### src/rtl/apb_initiator.sv
// Single-outstanding APB4 initiator: turns core req/gnt/rvalid accesses into
// APB SETUP/ACCESS transfers, handles wait states and aborts hung transfers.
module apb_initiator #(
  parameter int unsigned AddrWidth     = 32,
  parameter int unsigned DataWidth     = 32,
  parameter int unsigned TimeoutCycles = 255
) (
  input  logic                   clk_i,
  input  logic                   rst_ni,
  input  logic                   req_i,
  output logic                   gnt_o,
  input  logic [AddrWidth-1:0]   addr_i,
  input  logic                   we_i,
  input  logic [DataWidth-1:0]   wdata_i,
  input  logic [DataWidth/8-1:0] be_i,
  output logic                   rvalid_o,
  output logic [DataWidth-1:0]   rdata_o,
  output logic                   err_o,
  output logic                   psel_o,
  output logic                   penable_o,
  output logic                   pwrite_o,
  output logic [AddrWidth-1:0]   paddr_o,
  output logic [DataWidth-1:0]   pwdata_o,
  output logic [DataWidth/8-1:0] pstrb_o,
  input  logic [DataWidth-1:0]   prdata_i,
  input  logic                   pready_i,
  input  logic                   pslverr_i
);

  localparam int unsigned CntWidth = (TimeoutCycles > 0) ? $clog2(TimeoutCycles + 1) : 1;
  localparam logic [CntWidth:0] TimeoutVal = (CntWidth + 1)'(TimeoutCycles);

  typedef enum logic [1:0] {
    IDLE,
    SETUP,
    ACCESS
  } state_e;

  state_e              state;
  logic [CntWidth-1:0] wait_cnt;
  logic [CntWidth:0]   wait_cnt_inc;
  logic                timeout_hit;
  logic                cnt_saturated;

  // Grant only from IDLE; reset qualifies req so nothing is accepted while held in reset.
  assign gnt_o = rst_ni & req_i & (state == IDLE);

  assign wait_cnt_inc  = {1'b0, wait_cnt} + (CntWidth + 1)'(1);
  assign cnt_saturated = (wait_cnt == {CntWidth{1'b1}});
  assign timeout_hit   = (TimeoutCycles != 0) && (wait_cnt_inc == TimeoutVal);

  // A completing pready in the last allowed ACCESS cycle takes priority over the abort.
  always_ff @(posedge clk_i or negedge rst_ni) begin
    if (!rst_ni) begin
      state     <= IDLE;
      psel_o    <= 1'b0;
      penable_o <= 1'b0;
      pwrite_o  <= 1'b0;
      paddr_o   <= '0;
      pwdata_o  <= '0;
      pstrb_o   <= '0;
      rvalid_o  <= 1'b0;
      rdata_o   <= '0;
      err_o     <= 1'b0;
      wait_cnt  <= '0;
    end else begin
      rvalid_o <= 1'b0;
      unique case (state)
        IDLE: begin
          if (gnt_o) begin
            paddr_o  <= addr_i;
            pwrite_o <= we_i;
            pwdata_o <= wdata_i;
            pstrb_o  <= we_i ? be_i : '0;
            psel_o   <= 1'b1;
            wait_cnt <= '0;
            state    <= SETUP;
          end
        end
        SETUP: begin
          penable_o <= 1'b1;
          state     <= ACCESS;
        end
        ACCESS: begin
          if (pready_i) begin
            rdata_o   <= pwrite_o ? '0 : prdata_i;
            err_o     <= pslverr_i;
            rvalid_o  <= 1'b1;
            psel_o    <= 1'b0;
            penable_o <= 1'b0;
            state     <= IDLE;
          end else if (timeout_hit) begin
            rdata_o   <= '0;
            err_o     <= 1'b1;
            rvalid_o  <= 1'b1;
            psel_o    <= 1'b0;
            penable_o <= 1'b0;
            state     <= IDLE;
          end else if (!cnt_saturated) begin
            wait_cnt <= wait_cnt_inc[CntWidth-1:0];
          end
        end
        default: begin
          psel_o    <= 1'b0;
          penable_o <= 1'b0;
          state     <= IDLE;
        end
      endcase
    end
  end

  a_penable_needs_psel: assert property (@(posedge clk_i) disable iff (!rst_ni)
    penable_o |-> psel_o);

  a_no_grant_while_busy: assert property (@(posedge clk_i) disable iff (!rst_ni)
    gnt_o |-> !psel_o);

  a_access_stable: assert property (@(posedge clk_i) disable iff (!rst_ni)
    (psel_o && penable_o) |-> $stable({paddr_o, pwdata_o, pstrb_o, pwrite_o}));

  a_single_rvalid: assert property (@(posedge clk_i) disable iff (!rst_ni)
    rvalid_o |=> !rvalid_o);

endmodule

### config.mk
export PLATFORM = sky130hd
export DESIGN_NAME = apb_initiator
export DESIGN_NICKNAME = d
export VERILOG_FILES = /design/src/rtl/apb_initiator.sv
export SDC_FILE = /design/constraint.sdc
export NUM_CORES = 1
export LEC_CHECK = 0
export BUFFER_PORTS_ARGS = -buffer_cell sky130_fd_sc_hd__buf_2
export CORE_MARGIN = 2
export CORE_UTILIZATION = 45
export DETAILED_ROUTE_END_ITERATION = 8
export GPL_TIMING_DRIVEN = 1
export PLACE_DENSITY_LB_ADDON = 0.1
export SYNTH_ARGS = -nofsm -noshare
export SYNTH_HDL_FRONTEND = slang
export SYNTH_SLANG_ARGS = --single-unit
### constraint.sdc
create_clock -name clk_i -period 4.9 [get_ports clk_i]
set_clock_uncertainty 0.05 [all_clocks]
set_input_delay 0.98 -clock clk_i [delete_from_list [all_inputs] [get_ports clk_i]]
set_output_delay 0.98 -clock clk_i [all_outputs]
set_load 0.02 [all_outputs]
==> impl_metrics.json <==
{
  "die_y_um": 107,
  "cts_num_sinks": 115,
  "ys_seq_area_frac": 0.601,
  "async_flop_share": 1.00,
  "ys_types": 43,
  "slew_headroom": 0.125,
  "cts_max_path_buffers": 2,
  "worstPathArrival_ns": 2.09,
  "criticalPathCategory": "input port to output port",
  "diodes": 0,
  "min_path_type": "input port to async pin",
  "status": "complete, no violations",
  "cp-end-kind": "output port",
  "grt_pass1_vias": 4247,
  "clkLatencyLatePin_ns": 0.51,
  "syn_avg_cell_area_um2": 9.18,
  "finalHoldViolations": 0,
  "port_buffers": 211,
  "drt_pass1_iterations": 4,
  "yosys_warnings": 0,
  "antenna_found_initial": 0,
  "p_int_uw": 2300,
  "synth-compound-area-share": 0.123,
  "place_hpwl_mm": 8.65,
  "grt_setup_unrepaired": "false",
  "postCtsSetupBuffers": 0,
  "fp-row-count": 37,
  "wirelength_mm": 12.7,
  "ys_seq_elements": 115,
  "synth-simple-area-share": 0.225,
  "power.share.combinational": 0.256,
  "grt_pass1_wl_mm": 20.6,
  "syn_area_mm2": 0.00478,
  "grt_overflow_total": 0,
  "syn_to_final_growth_pct": 36.0,
  "synth_fa_ha_area_frac": 0.00523,
  "clock.fmax_mhz": 320,
  "io-pin-count": 212,
  "place.gp.congestion": 0.820,
  "synthFlopType": "dfrtp_1",
  "final_layout_size_suffix_gt1_frac": 0.342,
  "die_w_um": 107,
  "drtIter0Drc": 256,
  "dieArea_mm2": 0.0115,
  "startpoint_type": "input port",
  "cts_buffers": 17,
  "p_clk_frac": 0.362,
  "synth_top_family_by_area": "simple AND/OR/NAND/NOR gates",
  "maxCapViolations": 0,
  "cp_max_fo": 30,
  "switching_share": 0.325,
  "tightest_slew_ns": 1.31,
  "fin_crit_ns": 3.12,
  "wl_per_cell_um": 14.5,
  "vias_per_cell": 4.99,
  "synth_xor_area_frac": 0.00366,
  "cts_resized": 0,
  "fin_tns_setup_ns": 0,
  "p_seq_frac": 0.382,
  "clk_pin_slew_ns": 0.05,
  "power_density_mw_per_mm2": 524,
  "synth_edf_count": 0,
  "track_usage": 0.230,
  "nets": 832,
  "via_count": 4360,
  "grt_max_degree": 72,
  "p_leak_uw": 0.00349,
  "cts_tree": "yes",
  "muxShareOfSynthArea": 0.00235,
  "peakVddDrop_v": 0.000247,
  "postRouteAntennaNets": 0,
  "holdBufCountCts": 0,
  "synth_nets": 629,
  "crit_required_ns": 3.87,
  "htreeDepth": 4,
  "netlist_instances": 521,
  "core-area_mm2": 0.0103,
  "setup_viol": 0,
  "slew_viol_final": 0,
  "finalCritPeriodShare": 0.637,
  "root_buffer": "clkbuf_8",
  "p_switching_uw": 1110,
  "drc_errors": 0,
  "start_util": 0.463,
  "holdWs_ns": 0.332
}
critical path, cell delays in order:
cell and delay [ns]:
buf_4 0.32, nand2_1 0.09, or3_2 0.44, inv_2 0.08, buf_2 0.16
worst paths after layout:
path	depth (start not counted)	slack (ns)	startpoint	to
setup reg to reg	5	2.27	wait_cnt[0]	rdata_o[2]
setup / recovery	5	1.78	rst_ni	gnt_o
max in group asynchronous	3	2.95	rst_ni	wait_cnt[4]
min in group clk_i	2	0.41	paddr_o[5]	paddr_o[5]
hold / removal	1	0.33	rst_ni	rdata_o[23]
hold reg to reg	2	0.41	paddr_o[5]	paddr_o[5]
synth_stat cells, drive strengths merged (3+ instances only):
library cell	n	area, um^2
nor2	6	22.5
clkbuf	25	93.8
a21oi	3	15.0
nand3	6	30.0
a22oi	32	240
nand2	240	901
buf	7	58.8
inv	8	30.0
dfrtp	115	2880
o21ai	41	205
layout make-up:
cell class,instances,area [um^2]
repair buffers,216,1100
clock buffers,23,477
flip-flops and latches,115,2880
fillers,896,3820
clock inverters,9,126
inverters,9,33.8
well taps,136,170
multi-input cells,365,1730
power groups by stage:
stage / combinational (uW) / sequential [uW] / clock [uW]
2_1_floorplan: 277 / 1560 / 0
3_3_place_gp: 870 / 1300 / 0
3_5_place_dp: 885 / 1310 / 0
4_1_cts: 884 / 1300 / 1260
5_1_grt: 963 / 1330 / 1310
6_report: 872 / 1300 / 1230
layer usage:
metal	vias up	share of wire	track usage
li1	2126	-	-
met5	-	0	0
met3	23	0.086	0.0900
met4	0	0.021	0.0816
met1	2056	0.44	0.309
met2	155	0.45	0.340
placed cells by master (no fill, tap or decap), types with 3 or more instances in the layout:
cell type  count
nand2_1      240
clkinv_2       4
buf_4          6
a21oi_1        3
inv_1          7
clkbuf_8       5
a22oi_1       32
buf_2        210
dfrtp_1      115
nand3_1        6
nor2_1         4
o21ai_0       41
clkbuf_16     16
bufinv_16      3
registers in the layout, summed over array words and instances, names as in the netlist:
register,cells
paddr_o,32
pstrb_o,4
rvalid_o,1
penable_o,1
pwdata_o,32
pwrite_o,1
state,2
err_o,1
rdata_o,32
psel_o,1
wait_cnt,8
kinds of logic (layout without fill, tap and decap cells):
| group | count (synthesis) | after routing |
|---|---|---|
| and+or+nand+nor | 269 | 269 |
| DFF | 115 | 115 |
| AOI/OAI and AO/OA | 91 | 91 |
| buffers and inverters | 41 | 257 |
| adders and majority gates | 2 | 2 |
| xor gates and xnor gates | 2 | 2 |
| muxes | 1 | 1 |
stage by stage:
step                      std cells  setup WS, ns  total power [uW]  utilization  area, um^2
after global routing            873          1.64              3600        0.630        6510
final                           873          1.78              3410        0.630        6510
after CTS                       873          1.75              3450        0.630        6510
after detailed placement        841          1.76              2190        0.572        5900
after floorplan                 521          1.92              1840            -        4780
after global placement          841          1.75              2170        0.572        5900
No activity file was read; power rests on OpenSTA's default activity.
